**config.mk**
```make
export PLATFORM = sky130hd
export DESIGN_NAME = board_pixel_scan_flat
export DESIGN_NICKNAME = d
export VERILOG_FILES = /design/src/rtl/vga_board_pkg.sv /design/src/rtl/board_pixel_scan_if.sv /design/src/rtl/vga_timing.sv /design/src/rtl/board_pixel_scan.sv /design/src/flat_wrapper.sv
export SDC_FILE = /design/constraint.sdc
export NUM_CORES = 1
export LEC_CHECK = 0
export BUFFER_PORTS_ARGS = -buffer_cell sky130_fd_sc_hd__buf_2
export CELL_PAD_IN_SITES_DETAIL_PLACEMENT = 1
export CELL_PAD_IN_SITES_GLOBAL_PLACEMENT = 1
export CORE_AREA = 5 5 135 137
export DETAILED_ROUTE_END_ITERATION = 12
export DIE_AREA = 0 0 140 142
export PLACE_DENSITY_LB_ADDON = 0.1
export REMOVE_ABC_BUFFERS = 1
export SLEW_MARGIN = 5
export SYNTH_ARGS = -nofsm -noshare
export SYNTH_HDL_FRONTEND = slang
export SYNTH_SLANG_ARGS = --single-unit
```
**constraint.sdc**
```tcl
create_clock -name clk -period 5.2 [get_ports clk]
set_input_delay 1.04 -clock clk [delete_from_list [all_inputs] [get_ports clk]]
set_output_delay 1.04 -clock clk [all_outputs]
set_load 0.005 [all_outputs]
```
**src/rtl/vga_board_pkg.sv**
```systemverilog
`default_nettype none
// ============================================================================
//  Module      : vga_board_pkg
//  Description : Shared VGA timing defaults, board geometry defaults, tile
//                types and the board cell lookup helper.
//  Revision    : 1.0 - initial release
// ============================================================================
package vga_board_pkg;

    // 640x480@60 timing in 25 MHz pixel ticks
    localparam int H_ACTIVE_DEF = 640;
    localparam int H_FP_DEF     = 16;
    localparam int H_SYNC_DEF   = 96;
    localparam int H_BP_DEF     = 48;
    localparam int V_ACTIVE_DEF = 480;
    localparam int V_FP_DEF     = 10;
    localparam int V_SYNC_DEF   = 2;
    localparam int V_BP_DEF     = 33;

    // Board placement on screen
    localparam int BOARD_X0_DEF = 120;
    localparam int BOARD_Y0_DEF = 40;
    localparam int TILE_DEF     = 100;
    localparam int GAP_DEF      = 5;

    // Counter width covers totals up to 1023
    localparam int CNT_W = 10;

    typedef logic [3:0]  tile_code_t;
    typedef logic [63:0] board_t;

    // Cell k = row*4+col sits at b[4k+3:4k]; {row,col,2'b00} is 4k
    function automatic tile_code_t cell_code(board_t b, logic [1:0] row, logic [1:0] col);
        return b[{row, col, 2'b00} +: 4];
    endfunction

endpackage
`default_nettype wire

```
**src/rtl/board_pixel_scan_if.sv**
```systemverilog
`default_nettype none
// ============================================================================
//  Module      : board_pixel_scan_if
//  Description : Board snapshot input and per-pixel video/tile outputs of
//                the pixel-scan source.
//  Revision    : 1.0 - initial release
// ============================================================================
interface board_pixel_scan_if;
    logic [63:0] board_in;
    logic        hsync;
    logic        vsync;
    logic        video_on;
    logic [3:0]  state;
    logic        inpos;
    logic        frame_start;

    // Scan block side
    modport slave  (input  board_in,
                    output hsync, vsync, video_on, state, inpos, frame_start);
    // Board owner / color stage side
    modport master (output board_in,
                    input  hsync, vsync, video_on, state, inpos, frame_start);
endinterface
`default_nettype wire

```
**src/rtl/vga_timing.sv**
```systemverilog
`default_nettype none
// ============================================================================
//  Module      : vga_timing
//  Description : Pixel-enable divider, horizontal/vertical counters and the
//                raw (unregistered) sync and active-area decode.
//  Revision    : 1.0 - initial release
// ============================================================================
module vga_timing
    import vga_board_pkg::*;
#(
    parameter int H_ACTIVE = H_ACTIVE_DEF,
    parameter int H_FP     = H_FP_DEF,
    parameter int H_SYNC   = H_SYNC_DEF,
    parameter int H_BP     = H_BP_DEF,
    parameter int V_ACTIVE = V_ACTIVE_DEF,
    parameter int V_FP     = V_FP_DEF,
    parameter int V_SYNC   = V_SYNC_DEF,
    parameter int V_BP     = V_BP_DEF
) (
    input  logic             clk,
    input  logic             rst,
    output logic             pix_en,
    output logic [CNT_W-1:0] hcount,
    output logic [CNT_W-1:0] vcount,
    output logic             h_last,
    output logic             v_last,
    output logic             hsync_n,
    output logic             vsync_n,
    output logic             video_on
);

    localparam logic [CNT_W-1:0] c_h_last   = CNT_W'(H_ACTIVE + H_FP + H_SYNC + H_BP - 1);
    localparam logic [CNT_W-1:0] c_v_last   = CNT_W'(V_ACTIVE + V_FP + V_SYNC + V_BP - 1);
    localparam logic [CNT_W-1:0] c_hs_start = CNT_W'(H_ACTIVE + H_FP);
    localparam logic [CNT_W-1:0] c_hs_end   = CNT_W'(H_ACTIVE + H_FP + H_SYNC - 1);
    localparam logic [CNT_W-1:0] c_vs_start = CNT_W'(V_ACTIVE + V_FP);
    localparam logic [CNT_W-1:0] c_vs_end   = CNT_W'(V_ACTIVE + V_FP + V_SYNC - 1);
    localparam logic [CNT_W-1:0] c_h_act    = CNT_W'(H_ACTIVE);
    localparam logic [CNT_W-1:0] c_v_act    = CNT_W'(V_ACTIVE);
    localparam logic [CNT_W-1:0] c_one      = CNT_W'(1);

    logic             pix_en_d,  pix_en_q;
    logic [CNT_W-1:0] hcount_d,  hcount_q;
    logic [CNT_W-1:0] vcount_d,  vcount_q;

    assign h_last = (hcount_q == c_h_last);
    assign v_last = (vcount_q == c_v_last);

    // Next-state: pixel enable toggles every clk, counters step on pixel ticks
    always_comb begin
        pix_en_d = ~pix_en_q;
        hcount_d = hcount_q;
        vcount_d = vcount_q;
        if (pix_en_q) begin
            if (h_last) begin
                hcount_d = '0;
                vcount_d = v_last ? '0 : vcount_q + c_one;
            end else begin
                hcount_d = hcount_q + c_one;
            end
        end
    end

    // Counter and divider state
    always_ff @(posedge clk or posedge rst) begin
        if (rst) begin
            pix_en_q <= 1'b0;
            hcount_q <= '0;
            vcount_q <= '0;
        end else begin
            pix_en_q <= pix_en_d;
            hcount_q <= hcount_d;
            vcount_q <= vcount_d;
        end
    end

    assign pix_en   = pix_en_q;
    assign hcount   = hcount_q;
    assign vcount   = vcount_q;
    assign hsync_n  = ~((hcount_q >= c_hs_start) && (hcount_q <= c_hs_end));
    assign vsync_n  = ~((vcount_q >= c_vs_start) && (vcount_q <= c_vs_end));
    assign video_on = (hcount_q < c_h_act) && (vcount_q < c_v_act);

endmodule
`default_nettype wire

```
**src/rtl/board_pixel_scan.sv**
```systemverilog
`default_nettype none
// ============================================================================
//  Module      : board_pixel_scan
//  Description : VGA pixel-scan source for the 4x4 tile board. Tracks the
//                tile under the beam without arithmetic division, snapshots
//                the board once per frame in blanking and registers syncs and
//                tile outputs together so they stay aligned.
//  Revision    : 1.0 - initial release
// ============================================================================
module board_pixel_scan
    import vga_board_pkg::*;
#(
    parameter int H_ACTIVE = H_ACTIVE_DEF,
    parameter int H_FP     = H_FP_DEF,
    parameter int H_SYNC   = H_SYNC_DEF,
    parameter int H_BP     = H_BP_DEF,
    parameter int V_ACTIVE = V_ACTIVE_DEF,
    parameter int V_FP     = V_FP_DEF,
    parameter int V_SYNC   = V_SYNC_DEF,
    parameter int V_BP     = V_BP_DEF,
    parameter int BOARD_X0 = BOARD_X0_DEF,
    parameter int BOARD_Y0 = BOARD_Y0_DEF,
    parameter int TILE     = TILE_DEF,
    parameter int GAP      = GAP_DEF
) (
    input  logic              clk,
    input  logic              rst,
    board_pixel_scan_if.slave bus
);

    localparam int               c_off_w   = $clog2(TILE);
    localparam logic [CNT_W-1:0] c_x_first = CNT_W'(BOARD_X0);
    localparam logic [CNT_W-1:0] c_x_last  = CNT_W'(BOARD_X0 + 4 * TILE - 1);
    localparam logic [CNT_W-1:0] c_y_first = CNT_W'(BOARD_Y0);
    localparam logic [CNT_W-1:0] c_y_last  = CNT_W'(BOARD_Y0 + 4 * TILE - 1);
    localparam logic [CNT_W-1:0] c_v_act   = CNT_W'(V_ACTIVE);
    localparam logic [CNT_W-1:0] c_one     = CNT_W'(1);
    localparam logic [c_off_w-1:0] c_off_last = c_off_w'(TILE - 1);
    localparam logic [c_off_w-1:0] c_off_one  = c_off_w'(1);
    localparam logic [c_off_w-1:0] c_in_lo    = c_off_w'(GAP);
    localparam logic [c_off_w-1:0] c_in_hi    = c_off_w'(TILE - GAP - 1);

    logic             w_pix_en, w_h_last, w_v_last;
    logic             w_hsync_n, w_vsync_n, w_video_on;
    logic [CNT_W-1:0] w_hcount, w_vcount, w_h_next, w_v_next;
    logic             w_in_bx, w_in_by, w_in_board, w_inner;

    logic [c_off_w-1:0] hoff_d, hoff_q, voff_d, voff_q;
    logic [1:0]         col_d, col_q, row_d, row_q;
    board_t             board_d, board_q;
    logic               hsync_d, hsync_q, vsync_d, vsync_q;
    logic               video_on_d, video_on_q, inpos_d, inpos_q;
    logic               frame_start_d, frame_start_q;
    tile_code_t         state_d, state_q;

    vga_timing #(
        .H_ACTIVE (H_ACTIVE), .H_FP (H_FP), .H_SYNC (H_SYNC), .H_BP (H_BP),
        .V_ACTIVE (V_ACTIVE), .V_FP (V_FP), .V_SYNC (V_SYNC), .V_BP (V_BP)
    ) u_timing (
        .clk      (clk),
        .rst      (rst),
        .pix_en   (w_pix_en),
        .hcount   (w_hcount),
        .vcount   (w_vcount),
        .h_last   (w_h_last),
        .v_last   (w_v_last),
        .hsync_n  (w_hsync_n),
        .vsync_n  (w_vsync_n),
        .video_on (w_video_on)
    );

    // Counter values after the coming tick; tile offsets restart when these hit the board edge
    assign w_h_next   = w_h_last ? '0 : w_hcount + c_one;
    assign w_v_next   = w_v_last ? '0 : w_vcount + c_one;
    assign w_in_bx    = (w_hcount >= c_x_first) && (w_hcount <= c_x_last);
    assign w_in_by    = (w_vcount >= c_y_first) && (w_vcount <= c_y_last);
    assign w_in_board = w_video_on && w_in_bx && w_in_by;
    assign w_inner    = (hoff_q >= c_in_lo) && (hoff_q <= c_in_hi) &&
                        (voff_q >= c_in_lo) && (voff_q <= c_in_hi);

    // Tile tracking: offset within tile plus tile index, reloaded at the board edge
    always_comb begin
        hoff_d = hoff_q;
        col_d  = col_q;
        voff_d = voff_q;
        row_d  = row_q;
        if (w_pix_en) begin
            if (w_h_next == c_x_first) begin
                hoff_d = '0;
                col_d  = 2'd0;
            end else if (hoff_q == c_off_last) begin
                hoff_d = '0;
                col_d  = col_q + 2'd1;
            end else begin
                hoff_d = hoff_q + c_off_one;
            end
            if (w_h_last) begin
                if (w_v_next == c_y_first) begin
                    voff_d = '0;
                    row_d  = 2'd0;
                end else if (voff_q == c_off_last) begin
                    voff_d = '0;
                    row_d  = row_q + 2'd1;
                end else begin
                    voff_d = voff_q + c_off_one;
                end
            end
        end
    end

    // Snapshot on the first blank line and the aligned output register
    always_comb begin
        board_d       = board_q;
        hsync_d       = hsync_q;
        vsync_d       = vsync_q;
        video_on_d    = video_on_q;
        state_d       = state_q;
        inpos_d       = inpos_q;
        // Cleared on the idle clk so the pulse lasts exactly one clk
        frame_start_d = w_pix_en && (w_hcount == '0) && (w_vcount == '0);
        if (w_pix_en) begin
            if ((w_hcount == '0) && (w_vcount == c_v_act)) begin
                board_d = bus.board_in;
            end
            hsync_d    = w_hsync_n;
            vsync_d    = w_vsync_n;
            video_on_d = w_video_on;
            state_d    = w_in_board ? cell_code(board_q, row_q, col_q) : 4'd0;
            inpos_d    = w_in_board && w_inner;
        end
    end

    // State registers
    always_ff @(posedge clk or posedge rst) begin
        if (rst) begin
            hoff_q        <= '0;
            col_q         <= 2'd0;
            voff_q        <= '0;
            row_q         <= 2'd0;
            board_q       <= '0;
            hsync_q       <= 1'b1;
            vsync_q       <= 1'b1;
            video_on_q    <= 1'b0;
            state_q       <= 4'd0;
            inpos_q       <= 1'b0;
            frame_start_q <= 1'b0;
        end else begin
            hoff_q        <= hoff_d;
            col_q         <= col_d;
            voff_q        <= voff_d;
            row_q         <= row_d;
            board_q       <= board_d;
            hsync_q       <= hsync_d;
            vsync_q       <= vsync_d;
            video_on_q    <= video_on_d;
            state_q       <= state_d;
            inpos_q       <= inpos_d;
            frame_start_q <= frame_start_d;
        end
    end

    assign bus.hsync       = hsync_q;
    assign bus.vsync       = vsync_q;
    assign bus.video_on    = video_on_q;
    assign bus.state       = state_q;
    assign bus.inpos       = inpos_q;
    assign bus.frame_start = frame_start_q;

endmodule
`default_nettype wire

```
**src/flat_wrapper.sv**
```systemverilog
// flat-port wrapper written by rule: the top's interface ports become plain ports
module board_pixel_scan_flat import vga_board_pkg::*;
#(
    parameter int H_ACTIVE = H_ACTIVE_DEF,
    parameter int H_FP     = H_FP_DEF,
    parameter int H_SYNC   = H_SYNC_DEF,
    parameter int H_BP     = H_BP_DEF,
    parameter int V_ACTIVE = V_ACTIVE_DEF,
    parameter int V_FP     = V_FP_DEF,
    parameter int V_SYNC   = V_SYNC_DEF,
    parameter int V_BP     = V_BP_DEF,
    parameter int BOARD_X0 = BOARD_X0_DEF,
    parameter int BOARD_Y0 = BOARD_Y0_DEF,
    parameter int TILE     = TILE_DEF,
    parameter int GAP      = GAP_DEF
)
  (clk, rst, bus_board_in, bus_hsync, bus_vsync, bus_video_on, bus_state, bus_inpos, bus_frame_start);
  board_pixel_scan_if bus_i ();
  input  logic clk;
  input  logic rst;
  input wire logic [$bits(bus_i.board_in)-1:0] bus_board_in;
  output wire logic [$bits(bus_i.hsync)-1:0] bus_hsync;
  output wire logic [$bits(bus_i.vsync)-1:0] bus_vsync;
  output wire logic [$bits(bus_i.video_on)-1:0] bus_video_on;
  output wire logic [$bits(bus_i.state)-1:0] bus_state;
  output wire logic [$bits(bus_i.inpos)-1:0] bus_inpos;
  output wire logic [$bits(bus_i.frame_start)-1:0] bus_frame_start;
  assign bus_i.board_in = bus_board_in;
  assign bus_hsync = bus_i.hsync;
  assign bus_vsync = bus_i.vsync;
  assign bus_video_on = bus_i.video_on;
  assign bus_state = bus_i.state;
  assign bus_inpos = bus_i.inpos;
  assign bus_frame_start = bus_i.frame_start;
  board_pixel_scan #(.H_ACTIVE(H_ACTIVE), .H_FP(H_FP), .H_SYNC(H_SYNC), .H_BP(H_BP), .V_ACTIVE(V_ACTIVE), .V_FP(V_FP), .V_SYNC(V_SYNC), .V_BP(V_BP), .BOARD_X0(BOARD_X0), .BOARD_Y0(BOARD_Y0), .TILE(TILE), .GAP(GAP)) u_core (.clk(clk), .rst(rst), .bus(bus_i));
endmodule
```
==> metrics.csv, run 1 <==
stage;metric;value;unit
layout;nets;619;
routing;drt-total-wl;13690;µm
layout;antenna_cells;0;
routing;drt_iter0_drc;161;
layout;instances_no_fill;771;
clock_network;htreeDepth;3;
sta;hold_ws;0.4892;ns
synth;ys.flop_type;dfrtp_1;
sta;setup_tns;0;ns
power_and_ir_drop;power.density;244.7;nW/µm²
global_routing;grt_pass1_wl;23210;µm
routing;num_vias;3947;
sta;fin_crit_sh;0.5486;
die;start_util;0.3387;
die;die_h;142;µm
critical_path;critPathTopFamily;buffers and inverters;
routing;vias_per_cell;5.119;
synth;async_flop_share;1.000;
critical_path;rr_startpoint;u_core.u_timing.pix_en;
clock_network;cts.sinks;112;
critical_path;cp_slowest_cell;buf_4;
global_routing;grt_usage;0.1449;
routing;drc;0;
critical_path;startpoint;u_core.u_timing.pix_en;
global_routing;gr-total-overflow;0;
routing;ant_nets;0;
die;die-area;19880;µm²
clock_network;cts_buffers;9;
synth;yosysWarnings;0;
critical_path;start_kind;register;
critical_path;cp_cell_sequence;buf_4 > inv_1 > nor4_1 > nand4_1 > nor4_4 > buf_4 > mux2_2;
sta;setup_viol;0;
layout;fin_util;0.3867;
die;num_rows;48;
routing;first_pass_iters;4;
global_routing;antenna_found_initial;0;
synth;ys_ff_latch;112;
clock_network;path_clk_slew;0.08;ns
clock_network;cts.path.max_buffers;2;
synth;synthesis.area;5737;µm²
placed_design;io_buffers;74;
placed_design;dpl_worst_slack;2.312;ns
placed_design;gp_congestion;0.7653;
critical_path;endpoint_kind;register;
synth;ys_types;51;
clock_network;clk_root_buffer_cell;clkbuf_16;
critical_path;worstPathRequired;5.44;ns
layout;areaGrowthSynthToFinish;14.18;%
synth;syn_avg_cell_area;11.88;µm²
outcome;status;finished, final reports clean;
sta;fmax;0.3506;GHz
layout;final_common_cell;dfrtp_1;
clock_network;holdBufCountCts;0;
placed_design;hpwlAfterDp;9658;µm
critical_path;slowest_delay;0.68;ns
clock_network;postCtsSetupRepairBufs;0;
die;ios;75;
sta;slew_headroom;0.3093;
global_routing;first_global_vias;4399;
sta;skew;0.01008;ns
power_and_ir_drop;leakagePower;0.003011;µW
clock_network;cts_resized;0;
critical_path;path_buf_inv;3;
critical_path;cp_max_fo;64;
sta;grt_setup_unrepaired;no;
placed_design;dpl.cell_count;755;
global_routing;grt_max_degree;83;
clock_network;clkLatencyLatePin;0.36;ns
sta;hold_violations;0;
min_path;hold_class;register to register;
critical_path;critPathMostFrequentCell;buf_4;
die;die_w;140;µm
critical_path;crit_type;register to register;
power_and_ir_drop;ir_worst_vdd;0.0001729;V
synth;synth-edff-count;0;
synth;seq_area_frac_synth;0.4890;
sta;tightest_slew;1.036;ns
layout;mostFrequentLayoutCells;dfrtp_1, buf_2, mux2_2;
clock_network;cts_tree;done;
layout;drive_gt1_frac;0.3260;
sta;period_minus_slack;2.853;ns
sta;drv_slew;0;
run;cap_violations;0;
critical_path;crit_arrival;3.09;ns
die;core_area;16940;µm²
synth;netlist_instances;483;
routing;wl_per_cell;17.76;µm
min_path;min_from;u_core.bus.state[2];
sta;finalWorstSetupSlack;2.347;ns
-- layer usage --
| layer | track usage | wire length, µm |
|---|---|---|
| met5 | 0 | 0 |
| met4 | 0.02601 | 85 |
| met2 | 0.2472 | 6731 |
| met1 | 0.1843 | 6200 |
| met3 | 0.04637 | 673 |
-- final timing paths --
path                            cells past startpoint                  end  slack (ns)
worst max-delay path                                7   u_core.board_q[61]        2.35
worst min-delay path                                1  u_core.bus.state[2]        0.49
worst max register to register                      7   u_core.board_q[61]        2.35
worst min register to register                      1  u_core.bus.state[2]        0.49
max in group asynchronous                           3     u_core.bus.vsync        3.25
min in group asynchronous                           2   u_core.board_q[28]        0.91
-- flip-flops by register name, summed over array words and instances (netlist names), 2 cells and up --
signal,cells
u_core.board_q,64
u_core.u_timing.hcount,10
u_core.u_timing.vcount,10
u_core.hoff_q,7
u_core.voff_q,7
u_core.bus.state,4
u_core.col_q,2
u_core.row_q,2
-- cell type report --
type,instances,area [µm²]
Fill cell,1891,10390
Sequential cell,112,2805
Multi-Input combinational cell,320,2691
Timing Repair Buffer,79,407.9
Tap cell,225,281.5
Clock buffer,10,229.0
Inverter,19,73.82
Clock inverter,6,61.31
-- per-stage QoR --
| step | instance area [µm²] | power [µW] |
|---|---|---|
| 2_1_floorplan | 5562 | 900.6 |
| 3_3_place_gp | 6260 | 932.3 |
| 3_5_place_dp | 6260 | 933.1 |
| 4_1_cts | 6550 | 1641 |
| 5_1_grt | 6550 | 1675 |
| 6_report | 6550 | 1603 |
-- synthesized netlist by cell type (all sizes together) (2+ instances only) --
cell type / number / area (µm²)
a21oi: 6 / 30.03
a31oi: 2 / 12.51
a32oi: 2 / 17.52
and3: 8 / 50.05
buf: 15 / 110.1
clkbuf: 17 / 65.06
dfrtp: 110 / 2753
dfstp: 2 / 52.55
ha: 12 / 150.1
inv: 19 / 71.32
mux2: 64 / 720.7
mux2i: 2 / 20.02
mux4: 20 / 450.4
nand2: 42 / 157.7
nand2b: 2 / 12.51
nand3: 11 / 55.05
nand4: 14 / 87.58
nand4b: 4 / 35.03
nor2: 26 / 97.59
nor2b: 3 / 18.77
nor3: 8 / 40.04
nor4: 10 / 83.83
o211ai: 3 / 22.52
o21ai: 21 / 105.1
o2bb2ai: 5 / 43.79
o31ai: 10 / 75.07
o41ai: 2 / 17.52
or3: 5 / 31.28
xnor2: 14 / 122.6
xor2: 9 / 78.83
-- kinds of logic (layout without fill, tap and decap cells) --
| family | after synthesis | after routing | share of synthesized area |
|---|---|---|---|
| buf+inv | 51 | 114 | 0.04297 |
| mux | 86 | 86 | 0.2076 |
| simple gates | 140 | 140 | 0.1278 |
| flops | 112 | 112 | 0.4890 |
| compound gates | 59 | 59 | 0.07132 |
| xor+xnor | 23 | 23 | 0.03512 |
| fa+ha+maj | 12 | 12 | 0.02617 |
-- report_power, final --
group          switching [µW]  internal (µW)
Sequential                  0            870
Clock                     351            338
Combinational            25.5           17.9
Power figures use the tool's default switching activity.
==> run 2: changes to the inputs <==
--- a/config.mk
+++ b/config.mk
@@ -5,12 +5,13 @@
 export SDC_FILE = /design/constraint.sdc
 export NUM_CORES = 1
 export LEC_CHECK = 0
+export ABC_AREA = 1
 export BUFFER_PORTS_ARGS = -buffer_cell sky130_fd_sc_hd__buf_2
 export CELL_PAD_IN_SITES_DETAIL_PLACEMENT = 1
 export CELL_PAD_IN_SITES_GLOBAL_PLACEMENT = 1
-export CORE_AREA = 5 5 135 137
+export CORE_AREA = 5 5 139 141
 export DETAILED_ROUTE_END_ITERATION = 12
-export DIE_AREA = 0 0 140 142
+export DIE_AREA = 0 0 144 146
 export PLACE_DENSITY_LB_ADDON = 0.1
 export REMOVE_ABC_BUFFERS = 1
 export SLEW_MARGIN = 5
==> constraint.sdc (replaced) <==
create_clock -name clk -period 2.4 [get_ports clk]
set_input_delay 0.48 -clock clk [delete_from_list [all_inputs] [get_ports clk]]
set_output_delay 0.48 -clock clk [all_outputs]
set_load 0.005 [all_outputs]
==> run 2 against run 1 <==
- synthesized cell count is 37% higher
- count of clock-buffer cells in the layout unchanged
- wire length rose by 20%
- setup slack lost 2.1 ns
- final area increased by 8.5%
- critical path depth is 6 higher
- via count increased by 22%
- core utilization grew 1.2 points
- flip-flop and latch count unchanged
- register-to-register slack got worse by 2.1 ns
- die area is 5.8% higher
- first-iteration DRC count is 30% higher
- critical path type unchanged
- largest power group unchanged
==> metrics.csv, run 2 <==
stage;metric;value;unit
synth;async_flop_share;1.000;
critical_path;cp_max_fo;6;
clock_network;cts_buffers;9;
global_routing;grt_usage;0.1624;
layout;largest-register;u_core.board_q;
critical_path;critPathMostFrequentCell;nand2_1;
layout;areaGrowthSynthToFinish;15.03;%
clock_network;clkLatencyLatePin;0.36;ns
global_routing;antenna_found_initial;0;
synth;netlist_instances;664;
layout;largest_reg_flops;64;
layout;regArea;2805;µm²
critical_path;rr_startpoint;u_core.u_timing.hcount[0];
sta;skew;0.01158;ns
sta;hold_ws;0.05537;ns
power_and_ir_drop;leakagePower;0.003606;µW
synth;synthesis.area;6178;µm²
die;die_w;144;µm
die;ios;75;
synth;synth_common_cells;nand2_1, dfrtp_1, nor2_1, mux2_4, inv_1;
clock_network;cts.path.max_buffers;2;
sta;tightest_slew;0.5838;ns
die;start_util;0.3463;
critical_path;crit_arrival;2.36;ns
layout;multi_input_area;3018;µm²
die;num_rows;49;
die;core_area;17840;µm²
synth;muxShareOfSynthArea;0.1531;
layout;mostFrequentLayoutCells;nand2_1, dfrtp_1, buf_2;
global_routing;gr-total-overflow;0;
clock_network;path_clk_slew;0.08;ns
synth;ys_types;44;
clock_network;holdBufCountCts;0;
layout;final_common_cell;nand2_1;
routing;num_vias;4815;
min_path;hold_class;input pin to asynchronous set/reset pin;
placed_design;io_buffers;74;
clock_network;cts_tree;done;
routing;drt-total-wl;16400;µm
power_and_ir_drop;total_power;3698;µW
synth;synth_compound_area_frac;0.07675;
synth;synth_most_common_cell;nand2_1;
layout;drive_gt1_frac;0.2476;
global_routing;grt_max_degree;65;
routing;drc;0;
sta;hold_violations;0;
layout;nets;812;
synth;yosys.area.top_type;dfrtp_1;
synth;synth_area_leaders;dfrtp_1, mux2_4, nand2_1, nor2_1, o21ai_0;
routing;drt_iter0_drc;210;
routing;first_pass_iters;4;
critical_path;crit_type;register to register;
sta;grt_setup_unrepaired;no;
synth;synth_top_area_share;0.4455;
power_and_ir_drop;power.density;520.4;nW/µm²
synth;synth-simple-area-share;0.2159;
synth;yosysWarnings;0;
run;cap_violations;0;
clock_network;cts.sinks;112;
synth;syn_avg_cell_area;9.305;µm²
layout;antenna_cells;0;
sta;drv_slew;0;
sta;setup_tns;0;ns
routing;wl_per_cell;16.94;µm
die;die_h;146;µm
synth;seq_area_frac_synth;0.4540;
sta;slew_headroom;0.6059;
synth;ys_ff_latch;112;
critical_path;worstPathRequired;2.64;ns
global_routing;first_global_vias;5396;
global_routing;grt_pass1_wl;27640;µm
critical_path;endpoint_kind;register;
power_and_ir_drop;ir_worst_vdd;0.0003239;V
sta;fmax;0.4724;GHz
critical_path;cp_cell_sequence;ha_1 > nand2_1 > nor2_1 > or2_2 > nand2_1 > inv_1 > nand2_1 > nor2_1 > nand3b_1 > nand2_1 > nand2_1 > inv_1 > nor2_1;
sta;period_minus_slack;2.117;ns
layout;n_fill_cell;2060;
routing;vias_per_cell;4.974;
routing;ant_nets;0;
synth;ys.flop_type;dfrtp_1;
layout;fin_util;0.3983;
synth;synth_fa_ha_area_frac;0.02430;
clock_network;htreeDepth;3;
sta;fin_crit_sh;0.8821;
synth;synth_top_family_by_area;simple AND/OR/NAND/NOR gates;
outcome;status;finished, final reports clean;
die;die-area;21020;µm²
placed_design;gp_congestion;0.8201;
placed_design;hpwlAfterDp;11710;µm
critical_path;startpoint;u_core.u_timing.hcount[0];
critical_path;slowest_delay;0.40;ns
clock_network;clk_root_buffer_cell;clkbuf_16;
critical_path;cp_slowest_cell;dfrtp_1;
critical_path;start_kind;register;
sta;setup_viol;0;
clock_network;postCtsSetupRepairBufs;0;
synth;synth-edff-count;0;
synth;synthXorXnorAreaFrac;0.01843;
clock_network;cts_resized;0;
==> run 2: cell types whose count changed in the layout (fill, tap and decap cells not counted), sizes merged, moves of 5 or more <==
cell     change
or3          -5
o2bb2ai      -5
nor2        +47
mux4        -20
a21oi       +12
and3         -7
inv         +34
buf          +6
xnor2       -10
nand2      +118
nand3       +28
o31ai        -8
o21ai       +24
nor4         -7
==> run 2: report_power, final <==
part / switching, µW / internal [µW] / leakage (µW)
sequential: 32.4 / 1940 / 0.00138
clock: 776 / 735 / 0.000143
combinational: 87.7 / 126 / 0.00208
==> run 2: critical path, delay by kind of cell (launching register included) <==
kind	cells	cell delay [ns]
flip-flops	1	0.40
AND/OR/NAND/NOR	10	1.17
buffers and inverters	2	0.24
adder cells (fa/ha/maj)	1	0.21
==> run 2: logic make-up after synthesis <==
| group | after synthesis |
|---|---|
| simple gates | 300 |
| compound gates | 83 |
| fa+ha+maj | 12 |
| xor+xnor | 13 |
| mux | 64 |
| flops | 112 |
| buf+inv | 80 |
==> run 2: area by class of cell <==
type,count,area share
tap,229,0.04032
clock inverter,6,0.008451
clock buffer,10,0.03222
inverter,54,0.02887
sequential,112,0.3947
timing repair buffer,85,0.07077
multi-input combinational,472,0.4246
==> run 2: per-stage QoR <==
stage	setup WS (ns)	area [µm²]	std cells
final	0.2830	7107	968
after global routing	0.01578	7107	968
after CTS	0.2602	7107	968
after detailed placement	0.2649	6818	952
after global placement	0.3494	6818	952
after floorplan	-1.036	6026	638
==> run 2: path summary, 6_finish.rpt <==
| path | endpoint | slack (ns) | depth (start not counted) |
|---|---|---|---|
| max reg2reg | u_core.hoff_q[0] | 0.28 | 13 |
| max in group asynchronous | u_core.bus.hsync | 1.74 | 3 |
| min reg2reg | u_core.bus.inpos | 0.48 | 2 |
| min in group clk | u_core.board_q[24] | 0.34 | 2 |
| min | u_core.board_q[28] | 0.06 | 2 |
| max | u_core.hoff_q[0] | 0.28 | 13 |
==> run 2: per-layer routing <==
| layer | global-route usage | routed length [µm] |
|---|---|---|
| met5 | 0 | 0 |
| met2 | 0.2737 | 7959 |
| met1 | 0.2121 | 7609 |
| met3 | 0.03911 | 616 |
| met4 | 0.03249 | 213 |
